--- src/rtl/modulo_escalonador_tick.sv ---
// rtl/modulo_escalonador_tick.sv - tick prescaler plus break-before-make time-slot scheduler for N_REQ requesters
// Optional: define MODULO_ESCALONADOR_FIXED_PRIO_EN for fixed-priority winner selection instead of round-robin.
module modulo_escalonador_tick #(
  parameter int N_REQ  = 4,
  parameter int DIV_W  = 20,
  parameter int SLOT_W = 4
) (
  input  logic                       clk,
  input  logic                       clr,
  input  logic                       en,
  input  logic [DIV_W-1:0]           div_val,
  input  logic [SLOT_W-1:0]          slot_len,
  input  logic [N_REQ-1:0]           req,
  output logic [N_REQ-1:0]           gnt,
  output logic [$clog2(N_REQ)-1:0]   gnt_idx,
  output logic                       tick,
  output logic                       slot_end
);

  localparam int IDX_W = $clog2(N_REQ);

  typedef enum logic [1:0] {IDLE, GRANT, GAP} state_t;

  state_t            state;
  logic [DIV_W-1:0]  cnt;
  logic [SLOT_W-1:0] slot_cnt;
  logic [IDX_W-1:0]  ptr;
  logic [IDX_W-1:0]  win;
  logic              found;

  always_comb begin
    win   = ptr;
    found = 1'b0;
`ifdef MODULO_ESCALONADOR_FIXED_PRIO_EN
    for (int i = 0; i < N_REQ; i++) begin
      if (!found && req[i]) begin
        win   = IDX_W'(i);
        found = 1'b1;
      end
    end
`else
    // Search starts one past the last granted index and wraps.
    for (int k = 1; k <= N_REQ; k++) begin
      int c;
      c = int'(ptr) + k;
      if (c >= N_REQ) c = c - N_REQ;
      if (!found && req[c]) begin
        win   = IDX_W'(c);
        found = 1'b1;
      end
    end
`endif
  end

  always_ff @(posedge clk) begin
    if (clr) begin
      cnt      <= '0;
      slot_cnt <= '0;
      state    <= IDLE;
      gnt      <= '0;
      gnt_idx  <= '0;
      tick     <= 1'b0;
      slot_end <= 1'b0;
      ptr      <= IDX_W'(N_REQ - 1);
    end else begin
      slot_end <= 1'b0;
      if (en) begin
        if (cnt >= div_val) begin
          cnt  <= '0;
          tick <= 1'b1;
        end else begin
          cnt  <= cnt + 1'b1;
          tick <= 1'b0;
        end
      end else begin
        tick <= 1'b0;
      end

      case (state)
        IDLE: begin
          gnt <= '0;
          if (tick && found) begin
            gnt      <= {{(N_REQ-1){1'b0}}, 1'b1} << win;
            gnt_idx  <= win;
            slot_cnt <= '0;
            state    <= GRANT;
          end
        end
        GRANT: begin
          // Release and expiry in the same cycle collapse into one slot end.
          if (!req[gnt_idx] || (tick && slot_cnt == slot_len)) begin
            gnt      <= '0;
            slot_end <= 1'b1;
            ptr      <= gnt_idx;
            state    <= GAP;
          end else if (tick) begin
            slot_cnt <= slot_cnt + 1'b1;
          end
        end
        GAP: begin
          gnt   <= '0;
          state <= IDLE;
        end
        default: begin
          gnt   <= '0;
          state <= IDLE;
        end
      endcase
    end
  end

endmodule

--- config.mk ---
export PLATFORM = sky130hd
export DESIGN_NAME = modulo_escalonador_tick
export DESIGN_NICKNAME = d
export VERILOG_FILES = /design/src/rtl/modulo_escalonador_tick.sv
export SDC_FILE = /design/constraint.sdc
export NUM_CORES = 1
export LEC_CHECK = 0
export CAP_MARGIN = 20
export CELL_PAD_IN_SITES_DETAIL_PLACEMENT = 0
export CELL_PAD_IN_SITES_GLOBAL_PLACEMENT = 1
export CORE_MARGIN = 2
export CORE_UTILIZATION = 41
export CTS_BUF_LIST = sky130_fd_sc_hd__clkbuf_8
export DETAILED_ROUTE_END_ITERATION = 6
export PLACE_DENSITY_LB_ADDON = 0.1
export SKIP_CTS_REPAIR_TIMING = 1
export SYNTH_ARGS = -nofsm -noshare
export SYNTH_HDL_FRONTEND = slang
export SYNTH_SLANG_ARGS = --single-unit
--- constraint.sdc ---
create_clock -name clk -period 2.9 [get_ports clk]
set_clock_uncertainty 0.2 [all_clocks]
set_input_delay 0.435 -clock clk [delete_from_list [all_inputs] [get_ports clk]]
set_output_delay 0.435 -clock clk [all_outputs]
set_load 0.1 [all_outputs]
== Word-level counts from Yosys, hierarchy flattened ==
Index checks and enable logic that the tools add are counted.
Storage, ports and cells
  flip-flop bits (word level): 36
  output and inout bits: 8
  input bits: 31
  logic and storage cells: 94
Operators by class
  bitwise gates (word level): 2
  shift-type cells: 1
  $lt $le $gt $ge: 10
  reductions and logical operators: 18
  add/subtract/negate cells: 10
  eq/ne operators: 6
  multiplexer cells: 39
Operators by type and width (number)
  $lt A32 B4 Y1 const B: 4
  $mux W32: 4
  $add A20 B1 Y20 const B: 1
  $ge A20 B20 Y1: 1
  $mux W20: 1
  $mux W4: 5
  $pmux W4 S2: 2
  $mux W1: 15
  $mux W2: 6
  $sub A3 B3 Y4 const B: 3
  $bmux W1 S2: 5
  $ge A3 B3 Y1 const B: 3
  $ne A2 B2 Y1 const B: 4
  $add A2 B2 Y3 const B: 2
  $reduce_and A2 Y1: 3
  $logic_and A1 B1 Y1: 5
  $sub A4 B3 Y5 const B: 1
  $add A2 B3 Y4 const B: 1
  $add A4 B1 Y4 const B: 1
  $eq A4 B4 Y1: 1
  $ge A4 B3 Y1 const B: 1
  $logic_not A1 Y1: 4
  $pmux W2 S2: 1
  $reduce_and A4 Y1: 1
  9 further kinds: 11

== Longest topological paths before layout ==
  depth in word-level cells: 19
  mapped depth: 8
  mapped depth without buffers: 7

== Worst setup path after synthesis ==
Ideal clock, no wire load.
  path kind: reg-to-reg
  from: register gnt_idx[1]
  to: register slot_cnt[2]
  arrival time: 2052 ps
  buffers on the path: 0
  data required time: 2627 ps
  period minus slack after synthesis: 2325 ps
  setup time: 73 ps
  path slack: 575 ps
  cell stages (with the launch flop): 5
  cell sequence: dfxtp_1 -> mux4_2 -> o21a_1 -> nand4_1 -> mux2i_1
Between the ends
  longest elaborated chain between the ends: 6
RTL lines
  from (decl): line 15  | output logic [$clog2(N_REQ)-1:0] gnt_idx,
  from (signal assigned): line 84  | gnt_idx <= win;
  $bmux W1 S2: line 91  | if (!req[gnt_idx] || (tick && slot_cnt == slot_len)) begin
  $mux W1 (not written as such): line 91
  $logic_not A1 Y1: line 91
  $logic_or A1 B1 Y1: line 91
  $ne A2 B2 Y1 (no line)
  $reduce_and A4 Y1 (no line)
  to (signal assigned): line 97  | slot_cnt <= slot_cnt + 1'b1;
  to (decl): line 26  | logic [SLOT_W-1:0] slot_cnt;
No other way between the ends. The select of a mux whose other input is x is not followed.
A chain may end at the register's enable or synchronous reset.

== Worst setup path after layout ==
  from: input port div_val[17]
  to: register tick
Between the ends
  longest elaborated chain between the ends: 2
RTL lines
  from (decl): line 11  | input logic [DIV_W-1:0] div_val,
  $ge A20 B20 Y1: line 68  | if (cnt >= div_val) begin
  $mux W1: line 68
  to (signal assigned): line 70  | tick <= 1'b1;
  to (signal assigned): line 73  | tick <= 1'b0;
  to (signal assigned): line 76  | tick <= 1'b0;
  to (decl): line 16  | output logic tick,
No other way between the ends.

==> impl_metrics.prom <==
# TYPE chip_impl_metric gauge
chip_impl_info{name="outcome",value="finished clean"} 1
chip_impl_metric{name="dr.first_iter.drc_count",unit=""} 77
chip_impl_metric{name="critPathMaxFanout",unit=""} 18
chip_impl_metric{name="drt.antenna.violating_nets",unit=""} 0
chip_impl_info{name="yosys-top-cells-area",value="dfxtp_1 32%, ha_1 12%, nor3_1 4.9%"} 1
chip_impl_metric{name="final-instance-count-excl-fill",unit=""} 380
chip_impl_metric{name="final_max_slew_viol_count",unit=""} 0
chip_impl_metric{name="synth_async_sr_flop_share",unit="%"} 0
chip_impl_info{name="cts_tree",value="done"} 1
chip_impl_info{name="clock-root-buffer",value="clkbuf_8"} 1
chip_impl_metric{name="detail_route.wl_per_cell",unit="µm"} 12.7
chip_impl_info{name="timing.critical_path.cells",value="clkdlybuf4s50_1 -> inv_1 -> ha_1 -> nand4_2 -> nor4_4 -> nand3b_2 -> a31oi_4 -> and2_2"} 1
chip_impl_metric{name="drt-total-wl",unit="µm"} 4840
chip_impl_metric{name="port_buffers",unit=""} 38
chip_impl_info{name="combinational_family_with_the_most_area_after_synthesis",value="simple AND/OR/NAND/NOR gates"} 1
chip_impl_metric{name="drt_first_pass_iters",unit=""} 4
chip_impl_metric{name="max_clock_freq",unit="MHz"} 376
chip_impl_metric{name="tritoncts_num_sinks",unit=""} 36
chip_impl_metric{name="grt_pass1_wl",unit="µm"} 8190
chip_impl_info{name="top_library_cells_by_usage_in_the_layout_fill_and_taps_aside",value="36 x dfxtp_1, 30 x clkdlybuf4s50_1, 29 x inv_1, 22 x nor3_1, 22 x ha_1"} 1
chip_impl_metric{name="post-place-cells",unit=""} 372
chip_impl_metric{name="slowest_delay",unit="ns"} 0.50
chip_impl_metric{name="netlist_instances",unit=""} 261
chip_impl_metric{name="floorplan.io_pins",unit=""} 39
chip_impl_info{name="post-synth-top-area-cell",value="dfxtp_1"} 1
chip_impl_metric{name="worst_ep_arrival_time",unit="ns"} 2.69
chip_impl_metric{name="postSynthNetCount",unit=""} 314
chip_impl_info{name="critPathLaunchType",value="input port"} 1
chip_impl_metric{name="first_global_vias",unit=""} 1788
chip_impl_metric{name="tritoncts.num_buffers",unit=""} 5
chip_impl_metric{name="relSlewSlack",unit="%"} 63.4
chip_impl_info{name="crit_slowest_cell",value="a31oi_4"} 1
chip_impl_metric{name="max-cap-violations",unit=""} 0
chip_impl_metric{name="post_synth.cell_area_avg",unit="µm²"} 8.53
chip_impl_metric{name="yosys.area_share.simple",unit="%"} 26.7
chip_impl_metric{name="period_utilization_post_route",unit="%"} 91.7
chip_impl_metric{name="synth_xor_area_share",unit="%"} 8.26
chip_impl_metric{name="clk_pin_slew",unit="ns"} 0.07
chip_impl_metric{name="post_synth_num_cell_types",unit=""} 47
chip_impl_metric{name="totalNegativeSetupSlack",unit="ns"} 0
chip_impl_metric{name="synthAdderAreaFrac",unit="%"} 12.4
chip_impl_metric{name="grt_overflow",unit=""} 0
chip_impl_metric{name="h-tree-depth",unit=""} 2
chip_impl_metric{name="fraction_of_the_yosys_area_taken_by_sequential_cells",unit="%"} 32.4
chip_impl_metric{name="timing.final.setup_violations",unit=""} 0
chip_impl_metric{name="synth_compound_gate_area_share",unit="%"} 12.9
chip_impl_metric{name="floorplan.die_area",unit="µm²"} 6030
chip_impl_metric{name="number_of_enable_flip_flop_cells_after_synthesis",unit=""} 0
chip_impl_info{name="worstSetupEndpointType",value="flip-flop"} 1
chip_impl_metric{name="instance_area_at_placement",unit="µm²"} 2710
chip_impl_metric{name="post_synth_instance_area",unit="µm²"} 2230
chip_impl_metric{name="worstMarginPinSlew",unit="ns"} 0.549
chip_impl_metric{name="hold_violations",unit=""} 0
chip_impl_metric{name="post_route_cells_drive_above_1_share",unit="%"} 10.6
chip_impl_metric{name="drcViolationCount",unit=""} 0
chip_impl_metric{name="total_leakage_power",unit="nW"} 1.16
chip_impl_info{name="holdCritPathClass",value="flip-flop to flip-flop"} 1
chip_impl_metric{name="worst_ep_required_time",unit="ns"} 2.93
chip_impl_metric{name="min_period",unit="ns"} 2.66
chip_impl_metric{name="grt_antenna_before_repair",unit=""} 0
chip_impl_metric{name="syn_to_final_growth",unit="%"} 25.8
chip_impl_metric{name="powerDensity",unit="nW/µm²"} 348
chip_impl_metric{name="final.hold.worst_slack",unit="ns"} 0.253
chip_impl_metric{name="core_area",unit="µm²"} 5170
chip_impl_info{name="rsz0062_at_grt",value="false"} 1
chip_impl_metric{name="synth_warnings",unit=""} 0
chip_impl_metric{name="antenna_cells",unit=""} 0
chip_impl_metric{name="synth_seq_cells",unit=""} 36
chip_impl_metric{name="maximum_number_of_pins_on_one_net_before_global_route_repair",unit=""} 19
chip_impl_metric{name="via_count",unit=""} 1948
chip_impl_metric{name="die_height",unit="µm"} 77.7
chip_impl_metric{name="layout.cell_area.non_filler",unit="µm²"} 2800
chip_impl_metric{name="placementRows",unit=""} 26
chip_impl_metric{name="final_net_count",unit=""} 362
chip_impl_info{name="final_common_cell",value="dfxtp_1"} 1
chip_impl_metric{name="initial_utilization",unit="%"} 43.0
chip_impl_metric{name="finalWeightedCongestion",unit=""} 0.802
chip_impl_metric{name="synth_mux_area_share",unit="%"} 1.46
chip_impl_info{name="synth-main-ff-cell",value="dfxtp_1"} 1
chip_impl_metric{name="track_usage",unit="%"} 16.9
chip_impl_metric{name="route.detailed.vias_per_inst",unit=""} 5.13
chip_impl_metric{name="clkLatencyLatePin",unit="ns"} 0.28
chip_impl_metric{name="dieWidth",unit="µm"} 77.7
chip_impl_metric{name="hpwl_after_detailed_placement",unit="µm"} 3750
chip_impl_info{name="worstSetupPathType",value="input port to flip-flop"} 1
chip_impl_metric{name="cts-root-to-sink-buffers",unit=""} 2
chip_impl_metric{name="worst_ir_drop_vdd",unit="mV"} 0.222
chip_impl_metric{name="synth_top_cell_area_share",unit="%"} 32.4
[worst max-delay path, delay by kind of cell]
family	cells	cell delay (ns)
and+or+nand+nor	4	0.94
AOI/OAI and AO/OA	1	0.50
adders and majority gates	1	0.31
buffers and inverters	2	0.50
[synthesized netlist by cell type, types with 2 or more instances]
cell type	number
nand3_1	9
nand3b_1	3
ha_1	22
nor3_1	22
a211oi_1	2
nor2b_1	3
nor4_1	2
nor3_2	2
nor2_1	11
clkbuf_1	4
dfxtp_1	36
o21a_1	2
or3_1	2
nand2b_1	6
and4_1	2
o21ai_0	9
nand2_1	18
xnor2_1	9
nand4_1	16
xor2_1	12
inv_1	27
and3_1	2
a21oi_1	16
[final timing paths]
path,start,endpoint,slack [ns],cells past startpoint
setup / recovery,div_val[17],tick,0.24,8
hold / removal,gnt[3],gnt[3],0.25,2
setup reg to reg,cnt[0],tick,0.35,8
hold reg to reg,gnt[3],gnt[3],0.25,2
[layer usage]
metal	global-route usage [%]	vias to the layer above	part of all wire (%)
li1	-	1026	-
met1	23.8	881	51
met2	25.5	36	43
met3	4.42	5	5.1
met4	4.29	0	0.99
met5	0	-	0
[kinds of logic (layout without fill, tap and decap cells)]
group / Yosys count / after routing
mux: 2 / 2
compound gates: 42 / 42
flops: 36 / 36
fa+ha+maj: 22 / 22
xor+xnor: 21 / 21
buf+inv: 33 / 82
simple gates: 105 / 105
[flip-flops by register name, indices dropped and copies added, names as in the netlist]
name / flops
state: 2
slot_end: 1
gnt: 4
cnt: 20
ptr: 2
slot_cnt: 4
tick: 1
gnt_idx: 2
[power by group]
| group | internal, mW | switching, mW | total [mW] |
|---|---|---|---|
| Sequential | 0.496 | 0.00378 | 0.500 |
| Combinational | 0.0653 | 0.0487 | 0.114 |
| Clock | 0.187 | 0.174 | 0.361 |
[area by class of cell]
class / instances / area, µm²
Inverter: 27 / 101
Fill cell: 487 / 2370
Tap cell: 70 / 87.6
Clock inverter: 2 / 7.51
Sequential cell: 36 / 721
Multi-Input combinational cell: 192 / 1370
Clock buffer: 6 / 82.6
Timing Repair Buffer: 47 / 428
[through the flow]
step	worst slack, ns	utilization, %	power (mW)
floorplan	0.575	-	0.563
global placement	-0.0265	52.4	0.626
detailed placement	-0.0558	52.4	0.626
CTS	0.225	54.1	0.989
global route	0.0833	54.1	1.02
finish	0.241	54.1	0.975
(Power assumes the default switching activity.)
